### src/rtl/uart_tx_arbiter.sv
// Round-robin sequencer sharing one uart_tx among N_REQ byte producers, with per-requester lock and a done watchdog.
// Issue lands one cycle after a valid candidate is seen in IDLE; one byte in flight, stalls on i_tx_busy or a locked-but-idle owner.
module uart_tx_arbiter #(
   parameter int N_REQ        = 4,
   parameter int TIMEOUT_CLKS = 8192
) (
   input  logic               i_clk,
   input  logic               i_reset,
   input  logic [N_REQ-1:0]   i_req_valid,
   input  logic [8*N_REQ-1:0] i_req_byte,
   input  logic [N_REQ-1:0]   i_req_lock,
   output logic [N_REQ-1:0]   o_req_ack,
   output logic [N_REQ-1:0]   o_grant,
   output logic               o_tx_byte_rdy,
   output logic [7:0]         o_tx_byte,
   input  logic               i_tx_busy,
   input  logic               i_tx_done,
   output logic               o_active,
   output logic               o_timeout
);
   localparam int IW = $clog2(N_REQ);
   localparam int CW = $clog2(TIMEOUT_CLKS);
   localparam logic [CW-1:0] CNT_LAST = CW'(TIMEOUT_CLKS - 1);
   localparam logic [IW-1:0] IDX_LAST = IW'(N_REQ - 1);

   typedef enum logic {IDLE, SEND} state_t;

   state_t           state;
   logic [IW-1:0]    rr;
   logic [IW-1:0]    owner;
   logic             owner_vld;
   logic [CW-1:0]    wd_cnt;

   logic             held;
   logic             sel_found;
   logic [IW-1:0]    sel_idx;
   logic [IW-1:0]    idx;
   logic [7:0]       sel_byte;
   logic [N_REQ-1:0] sel_oh;

   // A locked owner narrows the candidate set to itself; otherwise search from rr.
   always_comb begin
      held      = owner_vld && i_req_lock[owner];
      sel_found = 1'b0;
      sel_idx   = '0;
      idx       = '0;
      if (held) begin
         sel_found = i_req_valid[owner];
         sel_idx   = owner;
      end else begin
         for (int i = 0; i < N_REQ; i++) begin
            if (int'(rr) + i >= N_REQ)
               idx = IW'(int'(rr) + i - N_REQ);
            else
               idx = IW'(int'(rr) + i);
            if (!sel_found && i_req_valid[idx]) begin
               sel_found = 1'b1;
               sel_idx   = idx;
            end
         end
      end
      sel_byte = '0;
      sel_oh   = '0;
      for (int i = 0; i < N_REQ; i++) begin
         if (sel_idx == IW'(i)) begin
            sel_byte  = i_req_byte[8*i +: 8];
            sel_oh[i] = 1'b1;
         end
      end
   end

   always_ff @(posedge i_clk) begin
      if (i_reset) begin
         state         <= IDLE;
         rr            <= '0;
         owner         <= '0;
         owner_vld     <= 1'b0;
         wd_cnt        <= '0;
         o_req_ack     <= '0;
         o_grant       <= '0;
         o_tx_byte_rdy <= 1'b0;
         o_tx_byte     <= '0;
         o_active      <= 1'b0;
         o_timeout     <= 1'b0;
      end else begin
         o_req_ack     <= '0;
         o_tx_byte_rdy <= 1'b0;
         o_timeout     <= 1'b0;
         case (state)
            IDLE: begin
               if (owner_vld && !held) begin
                  owner_vld <= 1'b0;
                  o_grant   <= '0;
               end
               if (sel_found && !i_tx_busy) begin
                  state         <= SEND;
                  o_active      <= 1'b1;
                  o_tx_byte     <= sel_byte;
                  o_tx_byte_rdy <= 1'b1;
                  o_req_ack     <= sel_oh;
                  o_grant       <= sel_oh;
                  owner         <= sel_idx;
                  owner_vld     <= 1'b1;
                  wd_cnt        <= '0;
                  rr            <= (sel_idx == IDX_LAST) ? '0 : sel_idx + 1'b1;
               end
            end
            SEND: begin
               if (wd_cnt != '1)
                  wd_cnt <= wd_cnt + 1'b1;
               // Done wins over a coincident watchdog expiry.
               if (i_tx_done) begin
                  state    <= IDLE;
                  o_active <= 1'b0;
                  if (!i_req_lock[owner]) begin
                     owner_vld <= 1'b0;
                     o_grant   <= '0;
                  end
               end else if (wd_cnt == CNT_LAST) begin
                  o_timeout <= 1'b1;
                  state     <= IDLE;
                  o_active  <= 1'b0;
                  owner_vld <= 1'b0;
                  o_grant   <= '0;
               end
            end
            default: state <= IDLE;
         endcase
      end
   end
endmodule

### config.mk
export PLATFORM = sky130hd
export DESIGN_NAME = uart_tx_arbiter
export DESIGN_NICKNAME = d
export VERILOG_FILES = /design/src/rtl/uart_tx_arbiter.sv
export SDC_FILE = /design/constraint.sdc
export NUM_CORES = 1
export LEC_CHECK = 0
export CAP_MARGIN = 40
export CORE_AREA = 3 3 77 93
export DETAILED_ROUTE_END_ITERATION = 16
export DIE_AREA = 0 0 80 96
export PLACE_DENSITY = 0.71
export SETUP_SLACK_MARGIN = 0.15
export SLEW_MARGIN = 10
export SYNTH_ARGS = -nofsm -noshare
export SYNTH_HDL_FRONTEND = slang
export SYNTH_SLANG_ARGS = --single-unit
### constraint.sdc
create_clock -name i_clk -period 5.6 [get_ports i_clk]
set_input_delay 0.84 -clock i_clk [delete_from_list [all_inputs] [get_ports i_clk]]
set_output_delay 0.84 -clock i_clk [all_outputs]
set_load 0.01 [all_outputs]
# After elaboration in Yosys (flattened, before gate mapping)
# Cells that the tools add are included.
[op_classes]
add_sub_neg = 9
magnitude_cmp = 9
eq_ne = 10
n_mux = 65
bitwise = 2
n_reduce_logical = 19
[ops]
columns = ["op", "n"]
rows = [
  ["$mux 8", 4],
  ["$mux 1", 29],
  ["$mux 2", 14],
  ["$mux 13", 2],
  ["$pmux 13 s2", 1],
  ["$mux 4", 5],
  ["$lt 2x3->1 const B", 5],
  ["$add 13x1->13 const B", 1],
  ["$eq 13x13->1 const B", 1],
  ["$ne 13x13->1 const B", 1],
  ["$bmux 1 s2", 6],
  ["$ge 3x3->1 const B", 3],
  ["$pmux 4 s2", 1],
  ["$sub 2x1->2 const B", 4],
  ["$add 2x2->3 const B", 2],
  ["$logic_and 1x1->1", 6],
  ["$ne 3x3->1 const B", 2],
  ["$pmux 1 s2", 3],
  ["$reduce_and 2->1", 3],
  ["$reduce_or 3->1", 2],
  ["$logic_not 1->1", 5],
  ["$eq 2x2->1 const B", 2],
  ["$add 2x1->3 const B", 1],
  ["$ge 2x3->1 const B", 1],
  ["other kinds (9)", 10],
]
[word_totals]
ff_bits = 38
inputBits = 44
out_inout_bits = 19
word_cells = 125

# Depth between registers and ports, before layout
[logic_depth]
depth_word = 25
ltp_mapped = 13
ltp_nobuf = 11

# Worst setup path after synthesis
# Ideal clock, no wire load.
[synth_path]
path_kind = "input -> register"
start = "input port i_req_lock[0]"
end = "register o_tx_byte[2]"
setup_ns = 0.142
arrival_time_ns = 2.610
t_required_ns = 5.458
slack_ns = 2.849
path_stages = 10
n_path_buf = 1
cell_sequence = "mux2_4 > o2bb2ai_4 > o31a_2 > ha_1 > nor2b_1 > clkbuf_1 > a221oi_1 > nor3_1 > a21oi_1 > a211oi_2"
[synth_between]
elab_chain_len = 9
elab_cells_between_ends = 15
cone_classes = "eq/ne (3); mux (8); reduce/logical (4)"
[synth_lines]
columns = ["item", "line_no", "source"]
rows = [
  ["from (decl)", "11", "input logic [N_REQ-1:0] i_req_lock,"],
  ["$bmux 1 s2 (*)", "43", "held = owner_vld && i_req_lock[owner];"],
  ["$mux 1 (implied by the code) (*)", "43", ""],
  ["$logic_and 1x1->1 (*)", "43", ""],
  ["$mux 2", "47", "if (held) begin"],
  ["$logic_not 2->1", "65", "if (sel_idx == IW'(i)) begin"],
  ["$mux 8 (4 in series)", "65", ""],
  ["to (signal assigned)", "98", "o_tx_byte <= sel_byte;"],
  ["to (decl)", "15", "output logic [7:0] o_tx_byte,"],
]
# Every way passes the cells marked *; elsewhere a longest branch is shown, timed or not. The select of a mux whose other input is x is not followed.
# A chain may end at the register's enable or synchronous reset.

# Final worst setup path
[layout_path]
start = "input port i_req_valid[0]"
end = "register o_tx_byte[1]"
[layout_between]
elab_chain_len = 21
elab_cells_between_ends = 39
cone_classes = "eq/ne (3); mux (27); reduce/logical (9)"
[layout_lines]
columns = ["item", "line_no", "source"]
rows = [
  ["from (decl)", "9", "input logic [N_REQ-1:0] i_req_valid,"],
  ["$bmux 1 s2", "56", "if (!sel_found && i_req_valid[idx]) begin"],
  ["$mux 1 (implied by the code)", "56", ""],
  ["$mux 1", "56", ""],
  ["$mux 1", "47", ""],
  ["$logic_not 1->1", "56", ""],
  ["$logic_and 1x1->1", "56", ""],
  ["$mux 1", "56", ""],
  ["$mux 1", "47", ""],
  ["[2 not listed]", "-", ""],
  ["$mux 1", "56", ""],
  ["$mux 1", "47", ""],
  ["$logic_not 1->1", "56", ""],
  ["$logic_and 1x1->1", "56", ""],
  ["$mux 2", "56", ""],
  ["$mux 2", "47", ""],
  ["$logic_not 2->1", "65", ""],
  ["$mux 8 (4 in series)", "65", ""],
]
# Parallel ways exist; a longest one is shown, timed or not. The select of a mux whose other input is x is not followed.

==> run_results.csv <==
group,metric,value,unit
critical_path,cp-end-kind,"register",
die,die_h,96,um
critical_path,path_max_fanout,11,
sta,fin_setup_tns,0,ps
drt,initialDrtViolationCount,101,
final_layout,postLayoutCellArea,2950,um2
placed_design,dpl.hpwl,4430,um
power_and_ir_drop,ir_worst_vdd,0.104,mV
synth,synth.distinct_cells,61,
die,fp.dieW,80,um
drt,wl,6030,um
placed_design,dp_cells,376,
die,io_pins,63,
sta,worst_pin_slew,811,ps
synth,synth-edff-count,0,
cts,cts_sinks,38,
die,core-area,6410,um2
placed_design,portBuffers,62,
critical_path,rrSetupSlack,2550,ps
synth,ys_top_cells_by_count,"dfxtp_1, a21oi_1, nor3_1",
cts,htree_levels,2,
cts,clockBufferDepth,2,
synth,ys_top_cells_by_area,"dfxtp_1, a21oi_1, a211oi_2, a221oi_1, nor3_1",
global_route,antenna_found_initial,0,
synth,avgSynthCellArea,9.14,um2
power_and_ir_drop,pwr_density_cell,257,nW/um2
die,dieArea,7680,um2
synth,synth_top_area_share,34.5,%
drt,detail-route-antenna-nets,0,
sta,fmax,279,MHz
drt,drtPass1Iterations,4,
die,num_rows,32,
critical_path,required,5810,ps
final_layout,antenna_cells,0,
power_and_ir_drop,p_leak,0.00100,uW
final_layout,drive_gt1_share,12.4,%
synth,yosysMostFrequentCell,"dfxtp_1",
hold_path,hp-class,"register to register",
sta,setup_viol,0,
sta,fin_crit,3580,ps
synth,syn_area,2200,um2
placed_design,post_dp_cell_area,2870,um2
cts,clockRootBuffer,"clkbuf_8",
drt,dr_total_vias,2104,
cts,postCtsSetupBuffers,0,
critical_path,crit_type,"input pin to register",
final_layout,layout-area-overhead-vs-synth,33.8,%
sta,max_slew_margin,45.9,%
synth,postSynth.asyncResetShare,0,%
cts,numCtsBuffers,5,
global_route,grt_start_max_net_pins,32,
final_layout,final_cells,383,
placed_design,dp_slack,1720,ps
global_route,grt_pass1_vias,2054,
sta,rsz0062_at_grt,"false",
global_route,grt-ovfl-total,0,
sta,hold_violations,0,
die,start_util,34.4,%
flow_run,cap_violations,0,
sta,maxSlewViolCount,0,
synth,seq_area_frac_synth,34.5,%
cts,cts_resized,0,
global_route,grt_pass1_wl,9850,um
synth,synth_nets,290,
synth,yosysWarnings,0,
global_route,track_usage,16.4,%
sta,period_share,64.0,%
synth,synth_cells,241,
critical_path,arrival,3790,ps
cts,postCtsHoldBufs,0,
sta,fin_ws,2020,ps
final_layout,layout.nets,347,
critical_path,start_kind,"input pin",
placed_design,gp_congestion,0.847,
status,status,"finished clean",
drt,routedWlPerCell,15.8,um
cts,clk_pin_slew,60,ps
drt,avgViaCountPerCell,5.49,
cts,insertion_delay,290,ps
synth,yosys.area.top_type,"dfxtp_1",
synth,synth-seq-cells,38,
drt,drc,0,
synth,ys.flop_type,"dfxtp_1",
cts,cts_tree,"built",
sta,finClkSkew,8.65,ps
==> flip-flops by register name (all words and copies together) (netlist names) <==
register / cells
o_active: 1
state: 1
o_req_ack: 4
o_tx_byte_rdy: 1
owner: 2
owner_vld: 1
wd_cnt: 13
o_timeout: 1
o_tx_byte: 8
rr: 2
o_grant: 4
==> critical path, stage by stage <==
cell and delay, ps:
clkdlybuf4s50_1 540, nand2b_1 210, a221oi_1 270, o211ai_1 140, o21a_1 180, ha_1 340, nor2b_1 500, a221oi_1 160
nor3_1 280, a21oi_1 100, a211oi_2 230
==> power by group <==
group / total [uW] / leakage, uW / switching, uW / internal (uW)
logic: 270 / 0.000654 / 139 / 132
registers: 313 / 0.000310 / 21.1 / 292
clock network: 174 / 0.0000383 / 88.7 / 85.7
total: 758 / 0.00100 / 248 / 510
==> logic make-up (layout without fill, tap and decap cells) <==
| family | after synthesis | after routing | synth area share, % |
|---|---|---|---|
| mux | 6 | 6 | 4.88 |
| compound gates | 86 | 86 | 30.6 |
| fa+ha+maj | 5 | 5 | 2.84 |
| buf+inv | 24 | 81 | 5.05 |
| xor+xnor | 2 | 2 | 0.795 |
| flops | 38 | 38 | 34.5 |
| simple gates | 80 | 80 | 21.4 |
==> layout make-up <==
class                           count  area, um2
Multi-Input combinational cell    179       1330
Timing Repair Buffer               64        636
Tap cell                           85        106
Clock buffer                        7       76.3
Sequential cell                    38        761
Fill cell                         642       3460
Inverter                           10       37.5
==> worst paths after layout <==
check	depth (start not counted)	endpoint	start
worst max register to register	11	o_tx_byte[1]$_SDFFE_PP0P_	owner[0]$_SDFFE_PP0P_
worst max-delay path	11	o_tx_byte[1]$_SDFFE_PP0P_	i_req_valid[0]
worst min register to register	2	o_active$_SDFFE_PP0P_	o_active$_SDFFE_PP0P_
worst min-delay path	2	o_active$_SDFFE_PP0P_	o_active$_SDFFE_PP0P_
==> cell usage in the layout (no fill, tap or decap), types with 3 or more instances in the layout <==
cell             Yosys  layout
a211oi_2             7       7
dfxtp_1             38      38
o211ai_1             5       5
nor3_2               3       3
and2_1               4       4
nor2_1               9       9
ha_1                 5       5
a221oi_1            10      10
nand2_1             13      13
a21oi_1             27      27
a211oi_1             5       5
clkbuf_8             0       5
nand3_1              8       8
inv_1               10      10
nor2b_1             10      10
a22o_1               4       4
clkdlybuf4s50_1      0      62
nor3_1              14      14
o21ai_0              5       5
==> metal layers <==
layer	share of wire [%]	routed length, um	GRT usage [%]
met1	43	2600	19.9
met2	49	2980	27.6
met3	4.2	254	3.37
met4	3.2	196	7.89
met5	0	0	0
==> through the flow <==
stage          hold slack [ps]  utilization (%)  power (uW)
2_1_floorplan              481                -         492
3_3_place_gp               454             44.7         585
3_5_place_dp               453             44.8         590
4_1_cts                    466             46.0         765
5_1_grt                    499             46.0         801
6_report                   463             46.0         758
No activity file was read; power rests on OpenSTA's default activity.
